$ cat src/rtl/sram_axi_bridge.sv
// rtl/sram_axi_bridge.sv - NUM_CH SRAM-like request channels bridged onto one AXI3 master port
//
// One transaction is in flight at a time. Idle requesters are arbitrated
// round-robin, and the winning channel index is used as the AXI ID.
//
// Ports:
//   clk, rst                       rising-edge clock, synchronous active-high reset
//   ch_req/ch_wr/ch_burst          per-channel request, write select, line-read select
//   ch_size/ch_addr/ch_wdata       per-channel packed size (2b), byte address, write data
//   ch_rdata                       shared read data, qualified by ch_data_ok
//   ch_addr_ok/ch_data_ok          per-channel accept pulse / beat-or-write-done pulse
//   ar*/r*/aw*/w*/b*               AXI3 master, 4-bit IDs, 32-bit address and data
//
// Build option: SRAM_AXI_BURST_EN enables LINE_WORDS-beat INCR line reads
// on ch_burst; without it every read is a single beat.

module sram_axi_bridge #(
   parameter int NUM_CH     = 2,
   parameter int LINE_WORDS = 8
) (
   input  logic                  clk,
   input  logic                  rst,
   input  logic [NUM_CH-1:0]     ch_req,
   input  logic [NUM_CH-1:0]     ch_wr,
   input  logic [NUM_CH-1:0]     ch_burst,
   input  logic [2*NUM_CH-1:0]   ch_size,
   input  logic [32*NUM_CH-1:0]  ch_addr,
   input  logic [32*NUM_CH-1:0]  ch_wdata,
   output logic [31:0]           ch_rdata,
   output logic [NUM_CH-1:0]     ch_addr_ok,
   output logic [NUM_CH-1:0]     ch_data_ok,
   output logic [3:0]            arid,
   output logic [31:0]           araddr,
   output logic [7:0]            arlen,
   output logic [2:0]            arsize,
   output logic [1:0]            arburst,
   output logic [1:0]            arlock,
   output logic [3:0]            arcache,
   output logic [2:0]            arprot,
   output logic                  arvalid,
   input  logic                  arready,
   input  logic [3:0]            rid,
   input  logic [31:0]           rdata,
   input  logic [1:0]            rresp,
   input  logic                  rlast,
   input  logic                  rvalid,
   output logic                  rready,
   output logic [3:0]            awid,
   output logic [31:0]           awaddr,
   output logic [7:0]            awlen,
   output logic [2:0]            awsize,
   output logic [1:0]            awburst,
   output logic [1:0]            awlock,
   output logic [3:0]            awcache,
   output logic [2:0]            awprot,
   output logic                  awvalid,
   input  logic                  awready,
   output logic [3:0]            wid,
   output logic [31:0]           wdata,
   output logic [3:0]            wstrb,
   output logic                  wlast,
   output logic                  wvalid,
   input  logic                  wready,
   input  logic [3:0]            bid,
   input  logic [1:0]            bresp,
   input  logic                  bvalid,
   output logic                  bready
);

   localparam int GW = (NUM_CH > 1) ? $clog2(NUM_CH) : 1;

   typedef enum logic [2:0] {
      IDLE,
      RD_ADDR,
      RD_DATA,
      WR_ADDR_DATA,
      WR_RESP
   } state_t;

   state_t          state, state_nxt;
   logic [GW-1:0]   last_grant;
   logic [GW-1:0]   owner;
   logic [GW-1:0]   grant_idx;
   logic [GW-1:0]   cand_idx;
   logic            grant_vld;
   int              cand;
   logic [1:0]      size_q;
   logic [31:0]     addr_q;
   logic [31:0]     wdata_q;
   logic            aw_done;
   logic            w_done;
   logic            addr_ok_cyc;
   logic [3:0]      id;

   // Scan channels starting just above last_grant, wrapping at NUM_CH;
   // the first requester found wins.
   always_comb begin
      grant_vld = 1'b0;
      grant_idx = '0;
      cand      = 0;
      cand_idx  = '0;
      for (int k = 1; k <= NUM_CH; k++) begin
         cand = int'(last_grant) + k;
         if (cand >= NUM_CH) cand = cand - NUM_CH;
         cand_idx = GW'(cand);
         if (!grant_vld && ch_req[cand_idx]) begin
            grant_vld = 1'b1;
            grant_idx = cand_idx;
         end
      end
   end

   // The addr_ok cycle is the first cycle of RD_ADDR / WR_ADDR_DATA; the
   // AXI valids are held off for it so they follow addr_ok by one cycle.
   assign addr_ok_cyc = |ch_addr_ok;

   always_ff @(posedge clk) begin
      if (rst) state <= IDLE;
      else     state <= state_nxt;
   end

   always_comb begin
      state_nxt = state;
      arvalid   = 1'b0;
      rready    = 1'b0;
      awvalid   = 1'b0;
      wvalid    = 1'b0;
      bready    = 1'b0;
      case (state)
         IDLE: begin
            if (grant_vld) state_nxt = ch_wr[grant_idx] ? WR_ADDR_DATA : RD_ADDR;
         end
         RD_ADDR: begin
            arvalid = !addr_ok_cyc;
            if (arvalid && arready) state_nxt = RD_DATA;
         end
         RD_DATA: begin
            rready = 1'b1;
            if (rvalid && rlast) state_nxt = IDLE;
         end
         WR_ADDR_DATA: begin
            awvalid = !addr_ok_cyc && !aw_done;
            wvalid  = !addr_ok_cyc && !w_done;
            if ((aw_done || (awvalid && awready)) && (w_done || (wvalid && wready)))
               state_nxt = WR_RESP;
         end
         WR_RESP: begin
            bready = 1'b1;
            if (bvalid) state_nxt = IDLE;
         end
         default: state_nxt = IDLE;
      endcase
   end

   always_ff @(posedge clk) begin
      if (rst) begin
         last_grant <= GW'(NUM_CH - 1);
         owner      <= '0;
         size_q     <= '0;
         addr_q     <= '0;
         wdata_q    <= '0;
         aw_done    <= 1'b0;
         w_done     <= 1'b0;
         ch_addr_ok <= '0;
         ch_data_ok <= '0;
         ch_rdata   <= '0;
      end else begin
         ch_addr_ok <= '0;
         ch_data_ok <= '0;
         if (state == IDLE && grant_vld) begin
            owner                 <= grant_idx;
            last_grant            <= grant_idx;
            ch_addr_ok[grant_idx] <= 1'b1;
            size_q                <= ch_size[2*grant_idx +: 2];
            addr_q                <= ch_addr[32*grant_idx +: 32];
            wdata_q               <= ch_wdata[32*grant_idx +: 32];
            aw_done               <= 1'b0;
            w_done                <= 1'b0;
         end
         if (awvalid && awready) aw_done <= 1'b1;
         if (wvalid && wready)   w_done  <= 1'b1;
         if (rvalid && rready) begin
            ch_rdata          <= rdata;
            ch_data_ok[owner] <= 1'b1;
         end
         if (bvalid && bready) ch_data_ok[owner] <= 1'b1;
      end
   end

   assign id = 4'(owner);

`ifdef SRAM_AXI_BURST_EN
   localparam int LB = $clog2(4 * LINE_WORDS);

   logic burst_q;

   always_ff @(posedge clk) begin
      if (rst) begin
         burst_q <= 1'b0;
      end else if (state == IDLE && grant_vld) begin
         burst_q <= ch_burst[grant_idx] & ~ch_wr[grant_idx];
      end
   end

   // Line refills start at the line base so beats return in address order.
   assign araddr = burst_q ? {addr_q[31:LB], {LB{1'b0}}} : addr_q;
   assign arlen  = burst_q ? 8'(LINE_WORDS - 1) : 8'd0;
   assign arsize = burst_q ? 3'd2 : {1'b0, size_q};

   logic unused_ok;
   assign unused_ok = ^{rid, bid, rresp, bresp};
`else
   assign araddr = addr_q;
   assign arlen  = 8'd0;
   assign arsize = {1'b0, size_q};

   logic unused_ok;
   assign unused_ok = ^{rid, bid, rresp, bresp, ch_burst};
`endif

   assign arid    = id;
   assign arburst = 2'b01;
   assign arlock  = 2'b00;
   assign arcache = 4'b0000;
   assign arprot  = 3'b000;

   assign awid    = id;
   assign awaddr  = addr_q;
   assign awlen   = 8'd0;
   assign awsize  = {1'b0, size_q};
   assign awburst = 2'b01;
   assign awlock  = 2'b00;
   assign awcache = 4'b0000;
   assign awprot  = 3'b000;

   assign wid     = id;
   assign wdata   = wdata_q;
   assign wlast   = 1'b1;

   always_comb begin
      case (size_q)
         2'd0:    wstrb = 4'b0001 << addr_q[1:0];
         2'd1:    wstrb = 4'b0011 << addr_q[1:0];
         default: wstrb = 4'b1111;
      endcase
   end

endmodule
$ cat config.mk
export PLATFORM = sky130hd
export DESIGN_NAME = sram_axi_bridge
export DESIGN_NICKNAME = d
export VERILOG_FILES = /design/src/rtl/sram_axi_bridge.sv
export SDC_FILE = /design/constraint.sdc
export NUM_CORES = 1
export LEC_CHECK = 0
export BUFFER_PORTS_ARGS = -buffer_cell sky130_fd_sc_hd__buf_4
export CELL_PAD_IN_SITES_DETAIL_PLACEMENT = 0
export CELL_PAD_IN_SITES_GLOBAL_PLACEMENT = 1
export CORE_MARGIN = 10
export CORE_UTILIZATION = 27
export DETAILED_ROUTE_END_ITERATION = 12
export PLACE_DENSITY_LB_ADDON = 0.3
export SLEW_MARGIN = 20
export SYNTH_ARGS = -nofsm -noshare
export SYNTH_HDL_FRONTEND = slang
export SYNTH_SLANG_ARGS = --single-unit
$ cat constraint.sdc
create_clock -name clk -period 2.09 [get_ports clk]
set_clock_uncertainty 0.15 [all_clocks]
set_input_delay 0.209 -clock clk [delete_from_list [all_inputs] [get_ports clk]]
set_output_delay 0.209 -clock clk [all_outputs]
set_load 0.05 [all_outputs]
* Word-level counts from Yosys, hierarchy flattened
Index checks and enable logic that the tools add are counted.
** Word-level totals
- Input port bits :: 190
- Word-level logic and storage cells :: 103
- Output and inout port bits :: 198
- Flip-flop bits (word level) :: 109
** Cells by class
- Eq/ne operators :: 10
- Shifts and indexed selects :: 5
- Add/sub/neg operators :: 4
- Magnitude comparators :: 8
- Muxes and demuxes :: 35
- Bitwise logic cells :: 2
- Reductions and logical operators :: 28
** Operator list (number)
- indexed part select 64 x 7 -> 32 bit :: 2
- 2-to-1 mux 1 bit :: 22
- logical AND 1 bit :: 15
- 2-to-1 mux 3 bit :: 5
- case mux 3 bit (5 select lines) :: 1
- inequality test 2 bit, second input constant :: 5
- less-than comparator 1 x 2 -> 1 bit, second input constant :: 4
- 2-to-1 mux 2 bit :: 4
- case mux 4 bit (2 select lines) :: 1
- equality test 3 x 2 -> 1 bit, second input constant :: 2
- AND reduction 5 bit :: 1
- logical NOT 1 bit :: 4
- nonzero test 2 bit :: 2
- OR reduction 2 bit :: 2
- indexed part select 4 x 3 -> 2 bit :: 1
- << shifter 1 x 2 -> 4 bit, first input constant :: 1
- << shifter 2 x 2 -> 4 bit, first input constant :: 1
- adder 1 x 2 -> 3 bit, second input constant :: 1
- equality test 3 x 1 -> 1 bit, second input constant :: 1
- equality test 3 bit, second input constant :: 1
- >= comparator 3 x 2 -> 1 bit, second input constant :: 1
- logical NOT 3 bit :: 1
- adder 1 x 1 -> 2 bit, second input constant :: 1
- demux 1 bit (select 1 bit) :: 2
- 8 further kinds :: 11

* Longest topological paths before layout
- Word-level depth :: 14
- Depth in mapped cells :: 6
- Depth with buffers taken out :: 4

* Worst setup path before layout
OpenSTA, ideal clock, no wires.
- Path kind :: register -> output
- Start point :: register state[0]
- End point :: output arvalid
- Data required time :: 1.731 ns
- Path buffers :: 0
- Data arrival time :: 1.927 ns
- Slack :: -0.196 ns
- Cell stages (with the launch flop) :: 3
- Cells stage by stage :: dfxtp_1 or3b_2 nor3_1
** On the way
- Cells in the longest elaborated chain, start to end :: 2
** RTL lines
- start: declaration :: RTL line 80 : state_t state, state_nxt;
- start signal: assignment :: RTL line 119 : else state <= state_nxt;
- equality test 3 x 1 -> 1 bit :: RTL line 129 : case (state)
- 2-to-1 mux 1 bit :: RTL line 129
- end: declaration :: RTL line 40 : output logic arvalid,
No other way between the ends.

* Final worst setup path
Same ends and word-level chain as after synthesis.

==> summary.md <==
| Metric | Value |
|---|---|
| Crit start category | `flop` |
| Largest delay share family, worst path | `simple AND/OR/NAND/NOR gates` |
| Synth Instances | `about 590` |
| Slew Viols, Final | `0` |
| Setup-failing EPs final | `0` |
| All-Layer GR Usage | `0.147` |
| RSZ-0062 raised after global routing | `false` |
| Die height | `160 um` |
| Cts bufs inserted | `9` |
| Total core area | `19300 um^2` |
| Pin count of the biggest net entering global routing | `72` |
| Final Power | `12.5 mW` |
| Setup CP Type | `reg2out` |
| Minimum clock period | `1950 ps` |
| Initial core utilization | `0.273` |
| Critical Path Max Stage Delay | `490 ps` |
| Post-DP HPWL | `~16000 um` |
| Post-synth top cells | `dfxtp_1, buf_4, nor2_1, nand2_1, mux2i_1` |
| Fin crit share | `0.931` |
| Distinct cells, synth | `32` |
| # clock sinks | `109` |
| Antenna-violating nets left | `0` |
| Setup_tns | `0 ps` |
| 1st-pass router iterations | `5` |
| Clk root buf | `clkbuf_16` |
| Largest cells by area after synthesis | `dfxtp_1, mux2i_1, buf_4` |
| DRC violations left | `0` |
| CP max stage cell | `or3b_2` |
| Buffers on Ports | `323` |
| CTS H-tree depth | `3` |
| WL per Instance | `17.0 um` |
| Max-cap viol count | `0` |
| Initial antenna violation count | `1` |
| Die width | `between 150 and 200 um` |
| Status | `finished, final reports clean` |
| Worst r2r src | `state[1]` |
| CTS clk-pin slew, worst paths | `around 70 ps` |
| Area Growth Syn to Fin | `55.1%` |
| Die area | `25600 um^2` |
| I/O pin cnt | `388` |
| CP max FO | `8` |
| Layout cells sized above 1 | `0.410` |
| Nets | `1084` |
| CTS tree | `built` |
| Warnings, synthesis | `0` |
| Mapped Avg Cell Area | `8.90 um^2` |
| Fillers | `2015` |
| Buf/Inv on CP | `1` |
| Number of flops mapped to enable cells by yosys | `0` |
| CTS Buffer Depth | `2` |
| VDD IR-drop max | `0.000571 V` |
| Share of the synthesized area in the top cell type | `0.413` |
| Setup Fix Bufs, Post-CTS | `0` |
| Vias/cell | `4.22` |
| Dominant synthesized flop cell | `dfxtp_1` |
| Cell taking the most area after synthesis | `dfxtp_1` |
| Routability cong. | `roughly 0.75` |
| Arr. time, crit path | `1590 ps` |
| Vias in the first global route | `5210` |
| Reg-to-reg slack, setup | `280 ps` |
| Final WL | `just under 20000 um` |
| Critical Path, Cell by Cell | `or3b_2 -> nor3_2 -> buf_4` |
| Source of the critical timing path | `state[0]` |
| GRT overflow | `0` |
| DRT iter0 DRCs | `210` |
| Routed vias | `4915` |
| Seq cells post-synth | `109` |
| PwrDens | `1530 nW/um^2` |
| Synth Cell Area | `5290 um^2` |
| Top-count cell post-synth | `dfxtp_1` |
| Sequential area share after synthesis | `0.413` |
| Worst-skew pair later-pin latency | `350 ps` |
| Fraction of registers with async set/reset | `0` |
| Std cell rows | `51` |
| First-pass GRT wire length | `30200 um` |
| Worst min path class | `in2reg` |
| Hold Path Origin | `ch_req[1]` |
| Fmax | `514 MHz` |
| Final hold vios | `0` |
| Pleak | `3.77 nW` |
| Critical path capture point type | `primary output` |
| WP data required | `1730 ps` |
## metrics by stage
stage	worst slack (ps)	instances	area, um^2	hold slack (ps)	util
2_1_floorplan	23.2	642	5480	195	-
3_3_place_gp	328	1113	7530	294	0.390
3_5_place_dp	280	1113	7530	297	0.390
4_1_cts	27.1	1164	8190	2.90	0.424
5_1_grt	74.8	1164	8190	47.2	0.424
6_report	144	1165	8200	18.7	0.424
## flip-flops by register name (all words and copies together), names as in the netlist
signal	flops
araddr	32
aw_done	1
ch_addr_ok	2
ch_data_ok	2
ch_rdata	32
last_grant	1
owner	1
size_q	2
state	3
w_done	1
wdata	32
## layer usage
| layer | wire length (um) | vias to the layer above | track usage |
|---|---|---|---|
| met5 | 0 | - | 0 |
| met1 | 7830 | 2212 | 0.160 |
| met3 | 1450 | 19 | 0.0486 |
| met4 | 260 | 0 | 0.0451 |
| li1 | - | 2504 | - |
| met2 | 10300 | 180 | 0.263 |
## area by class of cell
| type | instances | area (um^2) | share of cell area |
|---|---|---|---|
| inverter | 2 | 7.51 | 0.000916 |
| timing repair buffer | 369 | 2930 | 0.358 |
| sequential | 109 | 2180 | 0.266 |
| antenna | 1 | 2.50 | 0.000305 |
| clock buffer | 10 | 239 | 0.0292 |
| multi-input combinational | 403 | 2430 | 0.296 |
| clock inverter | 6 | 70.1 | 0.00855 |
| tap | 265 | 332 | 0.0405 |
## logic make-up after synthesis
family / synth area share
and+or+nand+nor: 0.135
other: 0.00142
buffers and inverters: 0.165
DFF: 0.413
muxes: 0.129
AOI/OAI and AO/OA: 0.156
## layout by cell type, fill, tap and decap left out, types with 2 or more instances in the layout
master	n
mux2i_1	67
and2_1	2
dlygate4sd3_1	35
buf_4	328
nand2b_1	3
o21bai_1	3
nor2_1	73
buf_12	6
o22ai_1	2
nor3b_1	2
inv_1	2
a211oi_2	10
clkbuf_16	9
inv_6	2
nand3b_1	3
a21oi_1	39
nor3b_2	2
conb_1	50
o21ai_0	3
dfxtp_1	108
nand2_1	70
clkinv_4	2
nor3_1	6
a211oi_1	56
## worst min-delay path: stages
cell	delay, ps
buf_4	110
a21oi_1	60
o21bai_1	110
## what timing repair did
item	in CTS	in global routing
gates resized for setup	0	1
setup endpoints to repair	0	1
hold buffers	35	0
hold endpoints to repair	35	0
## final timing paths
path	cells after the start	to
max reg2reg	5	araddr[2]
max	3	arvalid
min reg2reg	2	ch_rdata[20]
min	3	last_grant
## power by group
| group | internal [mW] | leakage [nW] | total [mW] | switching, mW |
|---|---|---|---|---|
| clock | 0.974 | 0.153 | 1.79 | 0.816 |
| sequential | 2.72 | 0.898 | 3.25 | 0.532 |
| combinational | 2.22 | 2.72 | 7.47 | 5.25 |
No activity file was read; power rests on OpenSTA's default activity.
